`src/rtl/pe_feeder.sv`:
```
// pe_feeder: sequencer feeding a weight-stationary systolic PE array.
// Loads systolic_depth weight rows (is_wt/wt_in), streams activation vectors with a
// per-lane diagonal skew (data_in/lane_valid), then flushes zeros so partial sums drain.
// Optional feature: define PE_FEEDER_BUBBLE_CNT_EN to add the bubble_cnt output, which
// counts STREAM cycles that had no activation accept.
//
// Handshake: a transfer occurs on a rising clk edge where valid && ready are both high.
// ready is a register that depends only on state and counters, never on valid, and the
// producer may change data/valid freely once a transfer has happened. The array side
// cannot stall: every cycle presents a vector, real or zero.
module pe_feeder #(
  parameter int bit_width       = 8,
  parameter int systolic_depth  = 4,
  parameter int systolic_column = 16,
  parameter int cnt_width       = 16
) (
  input  logic                                 clk,
  input  logic                                 rst,
  input  logic                                 start,
  input  logic [cnt_width-1:0]                 num_vec,
  input  logic                                 wt_valid,
  output logic                                 wt_ready,
  input  logic [bit_width*systolic_column-1:0] wt_data,
  input  logic                                 act_valid,
  output logic                                 act_ready,
  input  logic [bit_width*systolic_depth-1:0]  act_data,
  output logic                                 is_wt,
  output logic [bit_width*systolic_column-1:0] wt_in,
  output logic [bit_width*systolic_depth-1:0]  data_in,
  output logic [systolic_depth-1:0]            lane_valid,
  output logic                                 busy,
  output logic                                 done,
`ifdef PE_FEEDER_BUBBLE_CNT_EN
  output logic [cnt_width-1:0]                 bubble_cnt,
`endif
  output logic [2:0]                           state_dbg
);

  // Flush long enough for the last vector to cross the skew and every column.
  localparam int FLUSH_LEN = systolic_depth - 1 + systolic_column;
  localparam int WCW       = $clog2(systolic_depth + 1);
  localparam int FCW       = $clog2(FLUSH_LEN + 1);
  localparam logic [WCW-1:0] WT_LAST    = WCW'(systolic_depth - 1);
  localparam logic [FCW-1:0] FLUSH_LAST = FCW'(FLUSH_LEN - 1);

  typedef enum logic [2:0] {
    S_IDLE    = 3'd0,
    S_LOAD_WT = 3'd1,
    S_STREAM  = 3'd2,
    S_FLUSH   = 3'd3,
    S_DONE    = 3'd4
  } state_t;

  state_t               state;
  state_t               state_next;
  logic [cnt_width-1:0] nv_q;
  logic [cnt_width-1:0] act_cnt;
  logic [WCW-1:0]       wt_cnt;
  logic [FCW-1:0]       flush_cnt;
  logic                 wt_acc;
  logic                 act_acc;

  assign wt_acc    = wt_valid & wt_ready;
  assign act_acc   = act_valid & act_ready;
  assign state_dbg = state;

  // State register.
  always_ff @(posedge clk) begin
    if (rst) state <= S_IDLE;
    else     state <= state_next;
  end

  // Next-state decode from the current phase and its counters.
  always_comb begin
    state_next = state;
    case (state)
      S_IDLE:    if (start) state_next = S_LOAD_WT;
      S_LOAD_WT: if (wt_acc && wt_cnt == WT_LAST)
                   state_next = (nv_q == '0) ? S_FLUSH : S_STREAM;
      S_STREAM:  if (act_acc && (act_cnt + cnt_width'(1)) == nv_q) state_next = S_FLUSH;
      S_FLUSH:   if (flush_cnt == FLUSH_LAST) state_next = S_DONE;
      S_DONE:    state_next = S_IDLE;
      default:   state_next = S_IDLE;
    endcase
  end

  // Tile length capture and per-phase counters; each counter idles at zero outside its phase.
  always_ff @(posedge clk) begin
    if (rst) begin
      nv_q      <= '0;
      wt_cnt    <= '0;
      act_cnt   <= '0;
      flush_cnt <= '0;
    end else begin
      if (state == S_IDLE && start) nv_q <= num_vec;
      if (state == S_LOAD_WT) wt_cnt <= wt_cnt + WCW'(wt_acc);
      else                    wt_cnt <= '0;
      if (state == S_STREAM) begin
        if (act_acc) act_cnt <= act_cnt + cnt_width'(1);
      end else begin
        act_cnt <= '0;
      end
      if (state == S_FLUSH) flush_cnt <= flush_cnt + FCW'(1);
      else                  flush_cnt <= '0;
    end
  end

  // Registered control outputs, decoded from the state about to be entered.
  always_ff @(posedge clk) begin
    if (rst) begin
      wt_ready  <= 1'b0;
      act_ready <= 1'b0;
      busy      <= 1'b0;
      done      <= 1'b0;
      is_wt     <= 1'b0;
      wt_in     <= '0;
    end else begin
      wt_ready  <= (state_next == S_LOAD_WT);
      act_ready <= (state_next == S_STREAM);
      busy      <= (state_next != S_IDLE);
      done      <= (state_next == S_DONE);
      is_wt     <= wt_acc;
      wt_in     <= wt_acc ? wt_data : '0;
    end
  end

  // Per-lane skew: lane r is an input register followed by r delay stages.
  for (genvar r = 0; r < systolic_depth; r++) begin : g_lane
    logic [bit_width-1:0] sd [r+1];
    logic                 sv [r+1];

    // Shift the lane's element and its valid bit together; non-accept cycles inject zero.
    always_ff @(posedge clk) begin
      if (rst) begin
        for (int k = 0; k <= r; k++) begin
          sd[k] <= '0;
          sv[k] <= 1'b0;
        end
      end else begin
        sd[0] <= act_acc ? act_data[bit_width*r +: bit_width] : '0;
        sv[0] <= act_acc;
        for (int k = 1; k <= r; k++) begin
          sd[k] <= sd[k-1];
          sv[k] <= sv[k-1];
        end
      end
    end

    assign data_in[bit_width*r +: bit_width] = sd[r];
    assign lane_valid[r]                     = sv[r];
  end

`ifdef PE_FEEDER_BUBBLE_CNT_EN
  // Saturating count of STREAM cycles that injected a zero vector.
  always_ff @(posedge clk) begin
    if (rst) begin
      bubble_cnt <= '0;
    end else if (state == S_IDLE && start) begin
      bubble_cnt <= '0;
    end else if (state == S_STREAM && !act_acc && bubble_cnt != '1) begin
      bubble_cnt <= bubble_cnt + cnt_width'(1);
    end
  end
`endif

endmodule

```
`config.mk`:
```
export PLATFORM = sky130hd
export DESIGN_NAME = pe_feeder
export DESIGN_NICKNAME = d
export VERILOG_FILES = /design/src/rtl/pe_feeder.sv
export SDC_FILE = /design/constraint.sdc
export NUM_CORES = 1
export LEC_CHECK = 0
export CAP_MARGIN = 40
export CORE_UTILIZATION = 42
export DETAILED_ROUTE_END_ITERATION = 16
export GPL_ROUTABILITY_DRIVEN = 0
export GPL_TIMING_DRIVEN = 0
export PLACE_DENSITY = 0.8
export SLEW_MARGIN = 20
export SYNTH_ARGS = -nofsm -noshare
export SYNTH_HDL_FRONTEND = slang
export SYNTH_SLANG_ARGS = --single-unit
```
`constraint.sdc`:
```
create_clock -name clk -period 3 [get_ports clk]
set_input_delay 0.3 -clock clk [delete_from_list [all_inputs] [get_ports clk]]
set_output_delay 0.3 -clock clk [all_outputs]
set_load 0.01 [all_outputs]
```
## Word level (Yosys, flattened, before mapping)

Memory sizes are Yosys's and may differ from the RTL's.
Index checks and enable logic that the tools add are counted.

- Register bits: 176
- RAM bits: 90
- Input bits: 181
- Output and inout bits: 172
- Logic and storage cells: 102
- Memories: 8

Memory list:

| memory | depth | bits a word | rd ports | clocked after memory_dff | write ports | line | RTL |
|---|---|---|---|---|---|---|---|
| g_lane[3].sd | 4 | 8 | 4 | 0 | 4 | 129 | `logic [bit_width-1:0] sd [r+1];` |
| g_lane[2].sd | 3 | 8 | 3 | 0 | 3 | 129 |  |
| g_lane[1].sd | 2 | 8 | 2 | 0 | 2 | 129 |  |
| g_lane[0].sd | 1 | 8 | 1 | 0 | 1 | 129 |  |
| g_lane[3].sv | 4 | 1 | 4 | 0 | 4 | 130 | `logic sv [r+1];` |
| g_lane[2].sv | 3 | 1 | 3 | 0 | 3 | 130 |  |
| +2 memories | -- | -- | -- | -- | -- | -- |  |

- Add/sub/neg operators: 3
- Eq/ne operators: 9
- Muxes and demuxes: 35
- Bitwise gates (word level): 24
- Reduce and logical (&&, ||, !) cells: 12

Operators by type and width:

| cell | count |
|---|---|
| 8-bit 2-to-1 mux | 14 |
| 1-bit OR | 18 |
| 16-bit by 1-bit adder with 16-bit output (second input constant) | 1 |
| 16-bit == test | 1 |
| 16-bit zero test | 1 |
| 1-bit 2-to-1 mux | 16 |
| 3-bit by 2-bit == test with 1-bit output (second input constant) | 4 |
| 3-bit 2-to-1 mux | 4 |
| 3-bit case mux with 4 select lines | 1 |
| 2-bit OR reduction | 4 |
| 8-bit OR reduction | 1 |
| 3-bit by 1-bit == test with 1-bit output (second input constant) | 2 |
| 5-bit by 1-bit adder with 5-bit output (second input constant) | 1 |
| 5-bit == test (second input constant) | 1 |
| 1-bit NOT | 4 |
| 3-bit by 1-bit adder with 3-bit output | 1 |
| 3-bit == test (second input constant) | 1 |
| 1-bit logical AND | 3 |
| 3-bit zero test | 1 |
| 3-bit nonzero test | 1 |
| 1-bit bitwise AND | 2 |
| 1-bit OR reduction | 1 |

## Depth between registers and ports, before layout

Gate-level depths: netlist of run 1.

- Word-level depth: 6
- Mapped depth: 9
- Depth with buffers taken out: 9

## Least setup slack after synthesis of run 1

OpenSTA, ideal clock, no wires.

- Path type: flip-flop to flip-flop
- From: reg act_cnt[0]
- To: reg act_ready
- Library setup time: 0.115 ns
- Arrival time: 2.151 ns
- Required time: 2.885 ns
- Slack: 0.734 ns
- Cell stages (with the launch flop): 9
- Buffers on the path: 0
- Clock period less this slack: 2.266 ns
- Path through: dfxtp_1 ha_1 nand3_1 o21ai_1 a21oi_1 or4_1 a2111oi_2 a31oi_1 and2_1

- Longest elaborated chain between the ends: 6

Ends and longest elaborated chain:

| what | line | RTL |
|---|---|---|
| start, declared | 57 | `logic [cnt_width-1:0] act_cnt;` |
| start signal, assigned | 99 | `if (act_acc) act_cnt <= act_cnt + cnt_width'(1);` |
| 16-bit by 1-bit adder with 16-bit output | 80 | `S_STREAM: if (act_acc && (act_cnt + cnt_width'(1)) == nv_q) state_next = S_FLUSH;` |
| 16-bit == test | 80 |  |
| 1-bit logical AND | 80 |  |
| 3-bit 2-to-1 mux | 80 |  |
| 3-bit case mux with 4 select lines | 76 | `case (state)` |
| 3-bit by 2-bit == test with 1-bit output | 119 | `act_ready <= (state_next == S_STREAM);` |
| end signal, assigned | 119 |  |
| end, declared | 25 | `output logic act_ready,` |

No other way between the ends.
A chain may end at the register's enable or synchronous reset.

## Worst setup path after layout of run 1

Ends and elaborated chain as after synthesis.

==> results of run 1 <==
-- routing by layer --
metal	GRT usage [%]	vias to the layer above	part of all wire, %
met3	7.830	49	8.4
met4	9.111	2	4.2
met2	39.58	225	51
met1	22.24	2824	36
met5	0	-	0.050
li1	-	3146	-
-- worst min-delay path, stage by stage --
cell and delay, ns:
clkdlybuf4s50_1 0.39, nand2_1 0.05, a21oi_1 0.05
-- worst min path at each step --
stage / to / slack [ns] / depth (start not counted) / startpoint
6_report: nv_q[9] / 0.32 / 3 / num_vec[9]
5_1_grt: g_lane[0].sd[0][5] / 0.32 / 2 / act_data[5]
4_1_cts: nv_q[9] / 0.30 / 3 / num_vec[9]
3_5_place_dp: g_lane[2].sd[0][23] / 0.42 / 1 / g_lane[2].sd[0][15]
3_3_place_gp: g_lane[1].sd[0][9] / 0.42 / 1 / g_lane[1].sd[0][1]
2_1_floorplan: g_lane[1].sd[0][10] / 0.41 / 1 / g_lane[1].sd[0][2]
-- final cells by class --
class                   instances  share of cell area (%)
flip-flops and latches        260                   40.51
repair buffers                352                   27.42
multi-input cells             439                   20.65
clock buffers                  43                   6.115
well taps                     260                   2.532
plain buffers                  56                   2.279
clock inverters                 3                  0.3408
inverters                       5                  0.1461
-- power groups by stage --
stage                     sequential, mW  clock, mW  combinational (mW)
after global placement              3.61          0               0.470
after detailed placement            3.61          0               0.476
after CTS                           3.53       3.20               0.481
after global routing                3.54       3.33               0.512
final                               3.53       3.14               0.476
after floorplan                     3.63          0               0.108
-- cell usage after synthesis (all sizes together) --
| cell | count | area [µm²] |
|---|---|---|
| nand4 | 3 | 18.77 |
| mux2i | 1 | 10.01 |
| inv | 5 | 18.77 |
| a22o | 1 | 8.760 |
| or3 | 3 | 18.77 |
| nor3 | 8 | 50.05 |
| a21o | 1 | 7.510 |
| dfxtp | 260 | 5205 |
| a41o | 1 | 10.01 |
| nor4 | 9 | 56.30 |
| or2 | 1 | 6.260 |
| a31oi | 2 | 12.51 |
| o21ai | 4 | 20.01 |
| xor2 | 16 | 140.1 |
| clkbuf | 31 | 116.4 |
| a221o | 1 | 10.01 |
| a2111oi | 1 | 15.01 |
| or3b | 1 | 8.760 |
| a211oi | 2 | 15.01 |
| a21boi | 1 | 7.510 |
| and4 | 1 | 8.760 |
| ha | 5 | 62.56 |
| buf | 25 | 176.4 |
| and3 | 4 | 25.02 |
| or4b | 1 | 10.01 |
| nand2b | 2 | 12.51 |
| nand2 | 48 | 182.7 |
| nand3 | 15 | 80.08 |
| a21oi | 29 | 145.1 |
| nor2b | 52 | 325.3 |
| xnor2 | 20 | 175.2 |
| or4 | 3 | 22.52 |
| o31ai | 2 | 15.01 |
| nor2 | 37 | 138.9 |
| and2 | 163 | 1020 |
| nor4b | 1 | 8.760 |
-- flip-flops by register name, indices dropped and copies added (netlist names), 3 cells and up --
signal     count
act_cnt       16
wt_cnt         3
nv_q          16
wt_in        128
flush_cnt      5
state_dbg      3
g_lane.sv      4
g_lane.sd     80
-- cell families (layout without fill, tap and decap cells) --
| kind of cell | count (synthesis) | after routing | synth area share, % |
|---|---|---|---|
| AOI/OAI and AO/OA | 45 | 45 | 3.264 |
| adders and majority gates | 5 | 5 | 0.7663 |
| buffers and inverters | 61 | 459 | 3.816 |
| xor gates and xnor gates | 36 | 36 | 3.862 |
| and+or+nand+nor | 352 | 352 | 24.41 |
| DFF | 260 | 260 | 63.75 |
| muxes | 1 | 1 | 0.1226 |
==> results.ini, run 1 <==
[outcome]
outcome=finished, final reports clean

[logic_synthesis]
ys_types=42
yosysSeqAreaShare_pct=63.75
synthCells=760
ys.warnings.count=0
syn_avg_cell_area_um2=10.74
synth_seq_cells=260
syn-cell-area_um2=8164
synth_nets=946

[timing]
relSlewSlack_pct=53.06
hold_violations=0
timing.final.max_slew_violations=0
hold-worst-slack_ns=0.3191
worst_slew_pin_slew_ns=0.7023
setup_ws_ns=0.3413
fin_tns_setup_ns=0
rsz0062_at_grt=no
setup_viol=0
max_freq_mhz=376.1
finClkSkew_ns=0.006837
timing.final.crit_share_pct=88.62
period_needed_ns=2.659

[cells_and_area]
area_growth_pct=57.38
drive_gt1_share_pct=5.786
multi_input_area_um2=2654
fillers=1462
final_common_cell=clkdlybuf4s50_1
nets=1327
fin_area_um2=12850
final_cells=1418
n_antenna_cell=0
layout_common_cells=clkdlybuf4s50_1 (352), dfxtp_1 (260), and2_1 (163)
fin_util_pct=68.01
regArea_um2=5205

[floorplanning]
die_h_um=141.4
core-area_um2=18890
die_x_um=141.4
dieArea_um2=20000
rows=50
boundaryPins=353
initial_core_util_pct=43.21

[setup_path]
rrSetupSlack_ns=0.34
cp_top_family=simple AND/OR/NAND/NOR gates
timing.rr.start=act_cnt[0]
crit_slowest_cell=or4_1
path_class=reg2reg
worst-r2r-cell-count=8
crit_end=act_ready
start_kind=flip-flop
required_ns=3.42
crit_start=act_cnt[0]
endpoint_kind=flip-flop
timing.rr.end=act_ready
critical_path_arrival_ns=3.08
crit_buf_inv=0
crit_path_max_incr_delay_ns=0.56
path_cells=ha_1, nand3_1, o21ai_1, a21oi_1, or4_1, a2111oi_2, a31oi_1, and2_1
crit_fanout=6
worst-path-stages=8

[pwr]
clock_power_share_pct=43.9
comb_power_share_pct=6.7
power_mw=7.149
power.switching_mw=1.461
switching_share_pct=20.44
power.share.sequential_pct=49.4
power.density_nw_per_um2=556.4
leakagePower_nw=4.970
ir_drop_v=0.0005106
p_int_mw=5.688

[clock_network]
cts_repair_resize_count=0
cts_tree=yes
cts_setup_buffers=0
cts_buffer_depth=3
clock_sink_count=260
numCtsBuffers=27
root_buffer=clkbuf_16
path_clk_slew_ns=0.06
clk_latency_ns=0.53
hold_buffers=0
htree_levels=1

[route]
avgRoutedWirePerCell_um=15.60
viasPerCell=4.405
totalWireLength_um=22120
first_pass_iters=4
vias=6246
ant_nets=0
drt_iter0_markers=175
drc=0

[global_route]
grt-ovfl-total=0
grt_pass1_vias=6047
grt_usage_pct=21.64
antenna_found_initial=2
grt_max_degree=14
grt_pass1_wl_um=32690

[flow_run]
drv_cap=0

[place]
placement.io_buffers=352
place_hpwl_um=17220
dpl-instance-area_um2=12020
post-place-cells=1372
dp_slack_ns=0.2485

[min_path]
hp-class=in2reg

Power figures use the tool's default switching activity.
==> run 2: changes to the inputs <==
--- a/config.mk
+++ b/config.mk
@@ -6,11 +6,13 @@
 export NUM_CORES = 1
 export LEC_CHECK = 0
 export CAP_MARGIN = 40
-export CORE_UTILIZATION = 42
+export CORE_UTILIZATION = 40
+export CTS_BUF_LIST = sky130_fd_sc_hd__clkbuf_8
+export CTS_CLUSTER_DIAMETER = 150
 export DETAILED_ROUTE_END_ITERATION = 16
 export GPL_ROUTABILITY_DRIVEN = 0
 export GPL_TIMING_DRIVEN = 0
-export PLACE_DENSITY = 0.8
+export PLACE_DENSITY = 0.77
 export SLEW_MARGIN = 20
 export SYNTH_ARGS = -nofsm -noshare
 export SYNTH_HDL_FRONTEND = slang
==> results.ini, run 2 (synthesis results as in run 1) <==
[clock_network]
cts_repair_resize_count=0
cts_buffer_depth=3
numCtsBuffers=42
root_buffer=clkbuf_8
hold_buffers=0
clk_latency_ns=0.54
htree_levels=2
cts_setup_buffers=0
clock_sink_count=260
cts_tree=yes
path_clk_slew_ns=0.06

[setup_path]
critical_path_arrival_ns=3.07
path_cells=ha_1, nand3_1, o21ai_1, a21oi_1, or4_1, a2111oi_2, a31oi_1, and2_1
crit_slowest_cell=or4_1
required_ns=3.41
worst-path-stages=8
worst-r2r-cell-count=8
start_kind=flip-flop
crit_buf_inv=0
crit_path_max_incr_delay_ns=0.55
cp_top_family=simple AND/OR/NAND/NOR gates
path_class=reg2reg
crit_fanout=6
endpoint_kind=flip-flop

[timing]
hold_violations=0
setup_ws_ns=0.3402
relSlewSlack_pct=50.99
setup_viol=0
fin_tns_setup_ns=0
worst_slew_pin_slew_ns=0.7332
timing.final.max_slew_violations=0
finClkSkew_ns=0.02275
timing.final.crit_share_pct=88.66
rsz0062_at_grt=no
period_needed_ns=2.660
max_freq_mhz=376.0

[global_route]
top_usage_layer=met2
met2_usage_pct=37.27
grt_pass1_wl_um=32560
grt_usage_pct=21.01
antenna_found_initial=2
grt_max_degree=13
met3_usage_pct=8.786
grt-ovfl-total=0
grtUsageMet1_pct=20.97
grt_pass1_vias=6180

[pwr]
power.share.sequential_pct=50.1
leakagePower_nw=5.079
comb_power_share_pct=6.8
switching_share_pct=21.95
power.switching_mw=1.549
power.density_nw_per_um2=546.9
p_int_mw=5.506
clock_power_share_pct=43.1
ir_drop_v=0.0003585

[cells_and_area]
layout_common_cells=clkdlybuf4s50_1 (352), dfxtp_1 (260), and2_1 (163)
drive_gt1_share_pct=7.738
fin_util_pct=65.42
top_regs=wt_in x128, g_lane.sd x80
area_growth_pct=57.99
final_common_cell=clkdlybuf4s50_1
n_antenna_cell=0
top_register=wt_in
largest_reg_flops=128
nets=1342

[place]
place_hpwl_um=17520
dp_slack_ns=0.3237
placement.io_buffers=352

[route]
avgRoutedWirePerCell_um=15.64
viasPerCell=4.380
ant_nets=0
drt_iter0_markers=169
vias=6369
totalWireLength_um=22750
drc=0
first_pass_iters=5

[floorplanning]
core-area_um2=19720
boundaryPins=353
initial_core_util_pct=41.40
die_x_um=144.9
rows=51
die_h_um=144.9
dieArea_um2=20990

[min_path]
holdPathStages=2
hp-class=in2reg

[outcome]
outcome=finished, final reports clean

[flow_run]
drv_cap=0

-- run 2: final timing paths --
path | start | to | slack (ns)
hold reg to reg | g_lane[3].sd[1][7] | g_lane[3].sd[2][7] | 0.43
setup reg to reg | act_cnt[0] | act_ready | 0.34
hold / removal | act_data[12] | g_lane[1].sd[0][4] | 0.31
setup / recovery | act_cnt[0] | act_ready | 0.34
-- run 2: power groups by stage --
stage	Sequential (mW)	Combinational, mW	Clock [mW]
2_1_floorplan	3.63	0.108	0
3_3_place_gp	3.61	0.472	0
3_5_place_dp	3.61	0.478	0
4_1_cts	3.53	0.482	3.12
5_1_grt	3.54	0.514	3.27
6_report	3.54	0.478	3.04
-- run 2: cell type report --
class,instances,area [µm²]
Fill cell,1557,6819
Buffer,56,292.8
Timing Repair Buffer,352,3523
Sequential cell,260,5205
Tap cell,265,331.6
Multi-Input combinational cell,439,2654
Clock inverter,21,102.6
Inverter,5,18.77
Clock buffer,56,770.7
-- run 2: routing by layer --
metal | share of wire [%] | wire (µm)
met4 | 4.3 | 975
met3 | 9.0 | 2047
met1 | 36 | 8168
met2 | 51 | 11530
met5 | 0.12 | 27
-- run 2: worst reg2reg max path, cell delays in order (launching register included) --
cell	delay, ns
dfxtp_1	0.47
ha_1	0.29
nand3_1	0.25
o21ai_1	0.24
a21oi_1	0.08
or4_1	0.55
a2111oi_2	0.22
a31oi_1	0.22
and2_1	0.22
-- run 2: metrics by stage --
step / hold slack (ns) / area [µm²] / std cells / power [mW]
finish: 0.3139 / 12900 / 1454 / 7.054
global route: 0.2906 / 12900 / 1454 / 7.323
CTS: 0.2750 / 12900 / 1454 / 7.139
detailed placement: 0.4212 / 12030 / 1377 / 4.089
global placement: 0.4160 / 12020 / 1377 / 4.080
floorplan: 0.4138 / 8164 / 760 / 3.733
==> run 3: changes to the inputs <==
==> constraint.sdc (replaced) <==
create_clock -name clk -period 3 [get_ports clk]
set_input_delay 0.6 -clock clk [delete_from_list [all_inputs] [get_ports clk]]
set_output_delay 0.6 -clock clk [all_outputs]
set_load 0.01 [all_outputs]
==> results of run 3 <==
Same layout as run 2 (identical final DEF). Status: finished, final reports clean.
Main changes from that run: setup slack after placement 0.3237 ns -> 0.02365 ns; hold slack 0.3139 ns -> 0.4260 ns; end point of the worst hold path g_lane[1].sd[0][4] -> g_lane[3].sd[2][7]
